==> src/rtl/fifo_pkg.sv <==
// Shared definitions for the FIFO sequencing controller: size defaults,
// result-state encoding and the state-to-status decode.
package fifo_pkg;

    localparam int DEPTH_DEF = 8;
    localparam int AW_DEF    = 3;
    localparam int DW_DEF    = 32;

    // Result state: records what happened to the previous cycle's requests.
    typedef logic [2:0] fifo_state_t;

    localparam fifo_state_t ST_IDLE    = 3'd0;
    localparam fifo_state_t ST_WRITE   = 3'd1;
    localparam fifo_state_t ST_READ    = 3'd2;
    localparam fifo_state_t ST_WR_RD   = 3'd3;
    localparam fifo_state_t ST_WR_ERR  = 3'd4;
    localparam fifo_state_t ST_RD_ERR  = 3'd5;
    localparam fifo_state_t ST_FULL_RD = 3'd6;

    typedef struct packed {
        logic wr_ack;
        logic wr_err;
        logic rd_ack;
        logic rd_err;
    } fifo_status_t;

    // RD_ERR alone cannot tell whether a push went through in the same
    // cycle, so the caller supplies that as a side flag.
    function automatic fifo_status_t decode_status(input fifo_state_t st,
                                                   input logic        rd_err_push);
        fifo_status_t s;
        s = '0;
        case (st)
            ST_WRITE:   s.wr_ack = 1'b1;
            ST_READ:    s.rd_ack = 1'b1;
            ST_WR_RD,
            ST_FULL_RD: begin
                s.wr_ack = 1'b1;
                s.rd_ack = 1'b1;
            end
            ST_WR_ERR:  s.wr_err = 1'b1;
            ST_RD_ERR:  begin
                s.rd_err = 1'b1;
                s.wr_ack = rd_err_push;
            end
            default:    s = '0;
        endcase
        return s;
    endfunction

endpackage

==> src/rtl/fifo_ptr.sv <==
// Head/tail pointer and occupancy storage for the 8-deep FIFO.
// Takes already-resolved push/pop decisions; never rejects anything itself.
module fifo_ptr
    import fifo_pkg::*;
#(
    parameter int DEPTH = DEPTH_DEF,
    parameter int AW    = AW_DEF
) (
    input  logic          clk,
    input  logic          reset_n,
    input  logic          push_i,
    input  logic          pop_i,
    output logic [AW-1:0] head_o,
    output logic [AW-1:0] tail_o,
    output logic [AW:0]   count_o,
    output logic          full_o,
    output logic          empty_o
);

    localparam logic [AW-1:0] LAST_IDX = AW'(DEPTH - 1);
    localparam logic [AW:0]   DEPTH_C  = (AW + 1)'(DEPTH);

    logic [AW-1:0] head_q, head_d;
    logic [AW-1:0] tail_q, tail_d;
    logic [AW:0]   count_q, count_d;

    // Explicit wrap so a non-power-of-two DEPTH still cycles correctly.
    function automatic logic [AW-1:0] ptr_inc(input logic [AW-1:0] p);
        return (p == LAST_IDX) ? '0 : p + 1'b1;
    endfunction

    // Next pointers and occupancy; a simultaneous push+pop leaves count alone.
    always_comb begin
        head_d  = pop_i  ? ptr_inc(head_q) : head_q;
        tail_d  = push_i ? ptr_inc(tail_q) : tail_q;
        count_d = count_q;
        case ({push_i, pop_i})
            2'b10:   count_d = count_q + 1'b1;
            2'b01:   count_d = count_q - 1'b1;
            default: count_d = count_q;
        endcase
    end

    // Pointer/count registers with synchronous reset.
    always_ff @(posedge clk) begin
        if (!reset_n) begin
            head_q  <= '0;
            tail_q  <= '0;
            count_q <= '0;
        end else begin
            head_q  <= head_d;
            tail_q  <= tail_d;
            count_q <= count_d;
        end
    end

    assign head_o  = head_q;
    assign tail_o  = tail_q;
    assign count_o = count_q;
    assign full_o  = (count_q == DEPTH_C);
    assign empty_o = (count_q == '0);

endmodule

==> src/rtl/fifo_ctrl.sv <==
// Sequencing controller for an external 8 x 32 register file. Resolves
// push/pop requests, drives the register-file write/read ports, latches
// popped data and reports per-request outcome one cycle later.
module fifo_ctrl
    import fifo_pkg::*;
#(
    parameter int DEPTH = DEPTH_DEF,
    parameter int AW    = AW_DEF,
    parameter int DW    = DW_DEF
) (
    input  logic          clk,
    input  logic          reset_n,
    input  logic          wr_en,
    input  logic          rd_en,
    input  logic [DW-1:0] rf_rdata,
    output logic          rf_we,
    output logic [AW-1:0] rf_waddr,
    output logic [AW-1:0] rf_raddr,
    output logic [DW-1:0] dout,
    output logic          full,
    output logic          empty,
    output logic [AW:0]   data_count,
    output logic          wr_ack,
    output logic          wr_err,
    output logic          rd_ack,
    output logic          rd_err
);

    logic          push_acc;
    logic          pop_acc;
    logic          full_w;
    logic          empty_w;
    logic [AW-1:0] head_w;
    logic [AW-1:0] tail_w;
    logic [AW:0]   count_w;

    fifo_state_t   state_q, state_d;
    logic          rd_err_push_q, rd_err_push_d;
    logic [DW-1:0] dout_q, dout_d;
    fifo_status_t  status;

    // Request resolution. A pop frees a slot this cycle, so a push is still
    // taken while full if a pop comes with it; the write then lands on the
    // slot being read (tail == head) and the read sees the old value.
    // Gating with reset_n keeps requests made during reset from writing.
    always_comb begin
        push_acc = reset_n & wr_en & (~full_w | rd_en);
        pop_acc  = reset_n & rd_en & ~empty_w;
    end

    fifo_ptr #(
        .DEPTH (DEPTH),
        .AW    (AW)
    ) u_ptr (
        .clk     (clk),
        .reset_n (reset_n),
        .push_i  (push_acc),
        .pop_i   (pop_acc),
        .head_o  (head_w),
        .tail_o  (tail_w),
        .count_o (count_w),
        .full_o  (full_w),
        .empty_o (empty_w)
    );

    // Outcome classification for this cycle's requests; becomes the state.
    always_comb begin
        state_d       = ST_IDLE;
        rd_err_push_d = 1'b0;
        if (rd_en && empty_w) begin
            state_d       = ST_RD_ERR;
            rd_err_push_d = push_acc;
        end else if (push_acc && pop_acc) begin
            state_d = full_w ? ST_FULL_RD : ST_WR_RD;
        end else if (push_acc) begin
            state_d = ST_WRITE;
        end else if (pop_acc) begin
            state_d = ST_READ;
        end else if (wr_en) begin
            state_d = ST_WR_ERR;
        end
    end

    // Popped data holds until the next accepted pop.
    always_comb begin
        dout_d = pop_acc ? rf_rdata : dout_q;
    end

    // Result state, its push side-flag and the output data register.
    always_ff @(posedge clk) begin
        if (!reset_n) begin
            state_q       <= ST_IDLE;
            rd_err_push_q <= 1'b0;
            dout_q        <= '0;
        end else begin
            state_q       <= state_d;
            rd_err_push_q <= rd_err_push_d;
            dout_q        <= dout_d;
        end
    end

    // Status decode from the registered state.
    always_comb begin
        status = decode_status(state_q, rd_err_push_q);
    end

    assign rf_we      = push_acc;
    assign rf_waddr   = tail_w;
    assign rf_raddr   = head_w;
    assign dout       = dout_q;
    assign full       = full_w;
    assign empty      = empty_w;
    assign data_count = count_w;
    assign wr_ack     = status.wr_ack;
    assign wr_err     = status.wr_err;
    assign rd_ack     = status.rd_ack;
    assign rd_err     = status.rd_err;

endmodule

==> config.mk <==
export PLATFORM = sky130hd
export DESIGN_NAME = fifo_ctrl
export DESIGN_NICKNAME = d
export VERILOG_FILES = /design/src/rtl/fifo_pkg.sv /design/src/rtl/fifo_ptr.sv /design/src/rtl/fifo_ctrl.sv
export SDC_FILE = /design/constraint.sdc
export NUM_CORES = 1
export LEC_CHECK = 0
export CAP_MARGIN = 20
export CORE_MARGIN = 5
export CORE_UTILIZATION = 37
export DETAILED_ROUTE_END_ITERATION = 16
export GPL_ROUTABILITY_DRIVEN = 0
export PLACE_DENSITY = 0.75
export SYNTH_ARGS = -nofsm -noshare
export SYNTH_HDL_FRONTEND = slang
export SYNTH_SLANG_ARGS = --single-unit
export TNS_END_PERCENT = 5
==> constraint.sdc <==
create_clock -name clk -period 2.5 [get_ports clk]
set_input_delay 0.5 -clock clk [delete_from_list [all_inputs] [get_ports clk]]
set_output_delay 0.5 -clock clk [all_outputs]
set_load 0.01 [all_outputs]
## Word-level counts from Yosys, hierarchy flattened

Index checks and enable logic that the tools add are counted.

- Register bits: 46
- Bits in latches: 0
- Memory bits (writable): 0
- Memory bits (read-only): 0
- Output and inout port bits: 49
- Memories: 0

- Add/sub/neg operators: 4
- Multipliers: 0
- Div/mod/pow operators: 0
- Magnitude comparators: 0
- Equal/unequal tests: 11
- Shifts and indexed selects: 0
- Mux-type cells: 13
- Bitwise gates (word level): 8
- Reduce and logical (&&, ||, !) cells: 8

Operators with widths:

| kind | number |
|---|---|
| $mux W3 | 8 |
| $eq A3 B3 Y1 const B | 5 |
| $pmux W4 S2 | 1 |
| $add A3 B1 Y3 const B | 2 |
| $eq A3 B2 Y1 const B | 2 |
| $reduce_or A3 Y1 | 2 |
| $add A4 B1 Y4 const B | 1 |
| $and A1 B1 Y1 | 4 |
| $eq A4 B4 Y1 const B | 1 |
| $logic_not A4 Y1 | 1 |
| $sub A4 B1 Y4 const B | 1 |
| $eq A3 B1 Y1 const B | 1 |
| $mux W1 | 3 |
| $not A1 Y1 | 3 |
| $eq A2 B1 Y1 const B | 1 |
| $eq A2 B2 Y1 const B | 1 |
| $logic_and A1 B1 Y1 | 2 |
| $pmux W1 S2 | 1 |
| $reduce_and A2 Y1 | 1 |
| $reduce_bool A2 Y1 | 1 |
| $reduce_or A2 Y1 | 1 |
| $or A1 B1 Y1 | 1 |

## Depth between registers and ports, before layout

Gate-level depths: netlist of the first run.

- Depth after elaboration: 7
- Gate-level depth with buffers: 11

## By module

Synthesis of the first run repeated with hierarchy kept, for this count alone.

- Cells, all modules: 223
- Area total of the unflattened synthesis: 2095.8 µm²

By module, submodules not included:

| module | times used | cells an instance | area each (µm²) | sequential area each (µm²) |
|---|---|---|---|---|
| fifo_ctrl | 1 | 165 | 1530.2 | 720.7 |
| fifo_ptr | 1 | 58 | 565.5 | 200.2 |

## Worst setup path before layout of the first run

Ideal clock, no wire load.

- Path type: input to register
- Start: input port reset_n
- End: register u_ptr.count_q[2], in the netlist u_ptr.count_o[2]
- Arrival time: 2.596 ns
- Required time: 2.424 ns
- Setup slack: -0.171 ns
- Stages on the path: 11
- Cells stage by stage: clkbuf_1 > clkbuf_1 > clkbuf_1 > o211ai_1 > ha_1 > xor2_1 > ha_1 > a21oi_1 > xor2_1 > or3_1 > a21boi_0

- Cells in the longest elaborated chain, start to end: 4
- Elaborated cells on any way between the ends: 8

RTL lines:

| what | RTL line | RTL |
|---|---|---|
| from (decl) | fifo_ctrl.sv:12 | `input logic reset_n,` |
| $and A1 B1 Y1, on equally long branches (2 in a row) | fifo_ctrl.sv:48, fifo_ctrl.sv:47 |  |
| $eq A2 B1 Y1 / $eq A2 B2 Y1 (equally long branches) | fifo_ptr.sv:37 | `case ({push_i, pop_i})` |
| $pmux W4 S2 / $reduce_bool A2 Y1 (equally long branches) | -- |  |
| to (signal assigned) | fifo_ptr.sv:53 | `count_q <= count_d;` |
| to (decl) | fifo_ptr.sv:25 | `logic [AW:0] count_q, count_d;` |

Parallel ways exist; a longest one is shown, timed or not.
A chain may end at the register's enable or synchronous reset.

## Final worst setup path of the first run

- Start: register u_ptr.count_q[0], in the netlist u_ptr.count_o[0]
- End: output port rf_we

- Cells in the longest elaborated chain, start to end: 4

RTL lines:

| what | RTL line | RTL |
|---|---|---|
| $eq A4 B4 Y1 | fifo_ptr.sv:60 | `assign full_o = (count_q == DEPTH_C);` |
| $not A1 Y1 | fifo_ctrl.sv:47 | `push_acc = reset_n & wr_en & (~full_w \| rd_en);` |
| $or A1 B1 Y1 | fifo_ctrl.sv:47 |  |
| $and A1 B1 Y1 | fifo_ctrl.sv:47 |  |
| to (decl) | fifo_ctrl.sv:16 | `output logic rf_we,` |

Every way passes these cells.

==> results.toml, run 1 <==
[timing]
drv_slew = 0
fin_crit_ps = 2380
hold_viol_final = 0
setup_viol = 0
timing.slew.headroom = 0.673
worst_pin_slew_ps = 490
fmaxAchievable_mhz = 421
rsz0062_at_grt = "true"
tns_ps = 0
finClkSkew_ps = 5.26
fin_crit_sh = 0.951
whs_ps = 453

[drt]
first_pass_iters = 4
drc_errors = 0
wire_per_inst_um = 12.0
routed-via-count = 1788
ant_nets = 0
drt-initial-drc-count = 68
avgViaCountPerCell = 4.56
wirelength_um = 4690

[setup_path]
r2r_slack_ps = 130
crit_chain = "or4b_4 > o211ai_1 > buf_4 > buf_4 > inv_1 > clkdlybuf4s15_1"
end_kind = "output pin"
critPathMaxStageDelay_ps = 530
timing.critical_path.mode_cell = "buf_4"
cp.required_ps = 2000
worstPathMaxFanout = 2
cp-start-kind = "flop"
critPathSlowestCell = "or4b_4"
critical_path_class = "flop to output pin"
arrival_ps = 1880

[synthesis]
synth_async_sr_flop_share = 0
synth_seq_cells = 46
yosys_warnings = 0
synth_edf_count = 0
synthTopCellsByCount = "nand2_1, dfxtp_1, o21ai_0"
yosys.area.top_type_share = 0.483
yosys-top-cells-area = "dfxtp_1, nand2_1, o21ai_0"
syn_inst = 231
yosysMostFrequentCell = "nand2_1"
avgSynthCellArea_um2 = 8.25
syn_area_um2 = 1910
seq_area_frac_synth = 0.483
synth_fp_nets = 275
ys.flop_type = "dfxtp_1"
yosysTopAreaCell = "dfxtp_1"
ys_types = 35

[placed_design]
dpl.cell_count = 384
port_buffers = 84
dp_hpwl_um = 3480
place_area_um2 = 2880

[power]
power.density_nw_per_um2 = 583
ir_drop_v = 0.000337
power.leakage_nw = 1.12

[global_routing]
grt-ovfl-total = 0
antenna_found_initial = 0
grt_max_degree = 54
grt_pass1_vias = 1633
grt_use_total = 0.142
grt_pass1_wl_um = 7380

[cts]
clkTransAtPathRegs_ps = 80
clk_path_buf_depth = 2
clock_latency_ps = 280
cts_made_buffers = 5
cts_tree = "built"
cts_root_buf = "clkbuf_8"
cts_hold_buf = 0
htree_levels = 2
clkSinkCount = 46

[floorplanning]
rows = 26
core-area_um2 = 5040
pin_count = 85
die-area_um2 = 6690
die_h_um = 81.8
start_util = 0.378
die_x_um = 81.8

[layout]
layout.cells.non_filler = 392
design_area_um2 = 2990
drive_above_1_share = 0.106
postLayoutCoreUtil = 0.593
areaGrowthSynthToFinish_pct = 56.8
n_antenna_cell = 0
nFillCells = 459
fin_nets = 367

[flow_run]
drv_cap = 0

[status]
status = "finished, final reports clean"

[hold_path]
hold_class = "flop to flop"
==> repair_timing <==
action | CTS | global route
buffers inserted | 1 | 1
endpoints found under the setup margin | 1 | 1
resized for setup | 1 | 2
pin swaps | 1 | 2
==> critical path: cells and delay by family (launching register included) <==
kind                   cells  cell delay, ps
AOI/OAI and AO/OA          1             230
DFF                        1             320
and+or+nand+nor            1             530
buffers and inverters      4             500
==> cells in the final DEF, fill, tap and decap left out, types with 2 or more instances in the layout <==
cell type,n
clkdlybuf4s50_1,82
nand2_1,76
dfxtp_1,42
o21ai_0,40
buf_4,15
ha_1,6
clkbuf_8,6
inv_1,5
dfxtp_2,4
nor2_1,3
a21oi_1,3
o211ai_1,2
xor2_1,2
a21boi_0,2
nor3b_1,2
nor3_1,2
nand2b_1,2
mux2i_1,2
nand3_1,2
or3_1,2
o21ai_1,2
==> report_power, final <==
group / internal [mW] / switching, mW / total, mW
combinational: 0.262 / 0.204 / 0.465
clock: 0.213 / 0.219 / 0.432
sequential: 0.806 / 0.0406 / 0.846
==> layer usage <==
metal  track usage  part of all wire  vias up
met3        0.0581             0.087        4
met1         0.165              0.41      792
li1              -                 -      944
met2         0.237              0.49       48
met4        0.0465            0.0058        0
met5             0                 0        -
==> kinds of logic (layout without fill, tap and decap cells) <==
logic type               Yosys count  in the layout  share of synthesized area
buffers and inverters             19            110                     0.0420
AND/OR/NAND/NOR                   98             98                      0.232
adder cells (fa/ha/maj)            8              8                     0.0525
multiplexers                       2              2                     0.0105
XOR/XNOR                           3              3                     0.0138
flip-flops                        46             46                      0.483
AO/OA/AOI/OAI                     55             55                      0.167
==> flip-flops by register name, summed over array words and instances, names as in the netlist <==
| signal | flops |
|---|---|
| dout | 32 |
| u_ptr.tail_o | 3 |
| u_ptr.count_o | 4 |
| rd_err_push_q | 1 |
| state_q | 3 |
| u_ptr.head_o | 3 |
==> area by class of cell <==
cell class	count	area, µm²	area share
timing repair buffer	99	948	0.317
sequential	46	926	0.310
multi-input combinational	166	926	0.310
tap	70	87.6	0.0293
clock buffer	6	82.6	0.0276
inverter	5	18.8	0.00628
==> through the flow <==
step / total power, mW / setup slack (ps)
floorplan: 1.06 / 0.259
global placement: 1.32 / 83.5
detailed placement: 1.33 / 47.0
CTS: 1.78 / 67.5
global route: 1.85 / -39.4
finish: 1.74 / 123
==> path summary, 6_finish.rpt <==
| kind | depth (start not counted) | to | from |
|---|---|---|---|
| worst min register to register | 2 | dout[22] | dout[22] |
| worst max register to register | 10 | u_ptr.count_o[2] | u_ptr.count_o[0] |
| worst min-delay path | 2 | dout[22] | dout[22] |
| worst max-delay path | 6 | rf_we | u_ptr.count_o[0] |
(Power assumes the default switching activity.)
==> inputs of run 2 (changes only) <==
--- a/config.mk
+++ b/config.mk
@@ -8,9 +8,11 @@
 export CAP_MARGIN = 20
 export CORE_MARGIN = 5
 export CORE_UTILIZATION = 37
+export CTS_CLUSTER_DIAMETER = 50
 export DETAILED_ROUTE_END_ITERATION = 16
 export GPL_ROUTABILITY_DRIVEN = 0
 export PLACE_DENSITY = 0.75
+export SKIP_CTS_REPAIR_TIMING = 1
 export SYNTH_ARGS = -nofsm -noshare
 export SYNTH_HDL_FRONTEND = slang
 export SYNTH_SLANG_ARGS = --single-unit
==> run 2 against run 1 <==
  * Clock-buffer cell count stayed put
  * Combinational power about the same
  * Non-clock buffer count shrank 1
  * Largest cell class unchanged
  * Largest power group unchanged
  * Highest routed layer unchanged
==> results.toml, run 2 (synthesized netlist as in run 1, its figures left out) <==
[timing]
drv_slew = 0
timing.slew.headroom = 0.675
fin_crit_ps = 2410
whs_ps = 453
fin_ws_ps = 93.9
hold_viol_final = 0
setup_viol = 0
tns_ps = 0
worst_pin_slew_ps = 488
rsz0062_at_grt = "true"
finClkSkew_ps = 4.59
fin_crit_sh = 0.962
fmaxAchievable_mhz = 416

[layout]
n_antenna_cell = 0
layout_common_cells = "clkdlybuf4s50_1, nand2_1, dfxtp_1"
drive_above_1_share = 0.103
largest_reg_flops = 32
layout.cells.non_filler = 391
fin_nets = 366
layout_commonest_cell = "clkdlybuf4s50_1"
areaGrowthSynthToFinish_pct = 56.0

[placed_design]
dpl.cell_count = 384
dp_hpwl_um = 3480
port_buffers = 84
pre_cts_slack_ps = 47.0

[hold_path]
whs_path_depth = 2
hold_class = "flop to flop"

[power]
power_frac_seq = 0.486
power_frac_comb = 0.267
power.leakage_nw = 1.13
p_int_mw = 1.28
power.density_nw_per_um2 = 586
p_sw_uw = 462
switching_share = 0.265
clkPwrFrac = 0.248
ir_drop_v = 0.000337

[cts]
cts_made_buffers = 5
cts_root_buf = "clkbuf_8"
clkSinkCount = 46
clk_path_buf_depth = 2
clkTransAtPathRegs_ps = 80
cts_tree = "built"
htree_levels = 2
clock_latency_ps = 280

[drt]
drt-initial-drc-count = 73
wirelength_um = 4660
avgViaCountPerCell = 4.58
drc_errors = 0
wire_per_inst_um = 11.9
first_pass_iters = 4
routed-via-count = 1790
ant_nets = 0

[setup_path]
worstPathMaxFanout = 2
cp-start-kind = "flop"
r2r_cells = 10
arrival_ps = 2620
cp.required_ps = 2710
critical_path_class = "flop to flop"
end_kind = "flop"

[global_routing]
grt_pass1_vias = 1628
grt_max_degree = 54
grt_use_total = 0.142
antenna_found_initial = 0
grt-ovfl-total = 0
grt_pass1_wl_um = 7380

[floorplanning]
core-area_um2 = 5040
die_h_um = 81.8
rows = 26
start_util = 0.378
die_x_um = 81.8
pin_count = 85
die-area_um2 = 6690

[status]
status = "finished, final reports clean"

[flow_run]
drv_cap = 0
-- run 2: worst max-delay path, cell delays in order (launching register included) --
cell,delay [ps]
dfxtp_2,320
or4b_4,530
o211ai_1,220
buf_4,150
ha_2,170
xor2_1,150
ha_2,180
a21oi_1,40
xor2_1,150
or3_1,310
a21boi_1,120
-- run 2: area by class of cell --
type / count / area, µm²
Fill cell: 464 / 2070
Sequential cell: 46 / 926
Tap cell: 70 / 87.6
Clock buffer: 6 / 82.6
Multi-Input combinational cell: 166 / 916
Timing Repair Buffer: 98 / 943
Inverter: 5 / 18.8
-- run 2: final timing paths --
check | start | end | slack [ps]
setup reg to reg | u_ptr.count_o[0] | u_ptr.count_o[2] | 90
setup / recovery | u_ptr.count_o[0] | u_ptr.count_o[2] | 90
hold reg to reg | dout[22] | dout[22] | 450
hold / removal | dout[22] | dout[22] | 450
-- run 2: power groups by stage --
stage / registers (mW) / clock network [mW] / logic [mW]
2_1_floorplan: 0.898 / 0 / 0.166
3_3_place_gp: 0.860 / 0 / 0.460
3_5_place_dp: 0.865 / 0 / 0.468
4_1_cts: 0.848 / 0.459 / 0.470
5_1_grt: 0.857 / 0.483 / 0.510
6_report: 0.846 / 0.432 / 0.464
-- run 2: per-layer routing --
layer / share of wire / GRT usage / vias to the layer above
met5: 0 / 0 / -
met4: 0.0058 / 0.0465 / 0
met3: 0.082 / 0.0581 / 4
met2: 0.49 / 0.237 / 42
met1: 0.42 / 0.165 / 802
li1: - / - / 942
-- run 2: metrics by stage --
stage           util  cell area [µm²]  power [mW]
5_1_grt        0.590             2970        1.85
2_1_floorplan      -             1920        1.06
3_5_place_dp   0.571             2880        1.33
4_1_cts        0.588             2960        1.78
3_3_place_gp   0.571             2880        1.32
6_report       0.590             2970        1.74
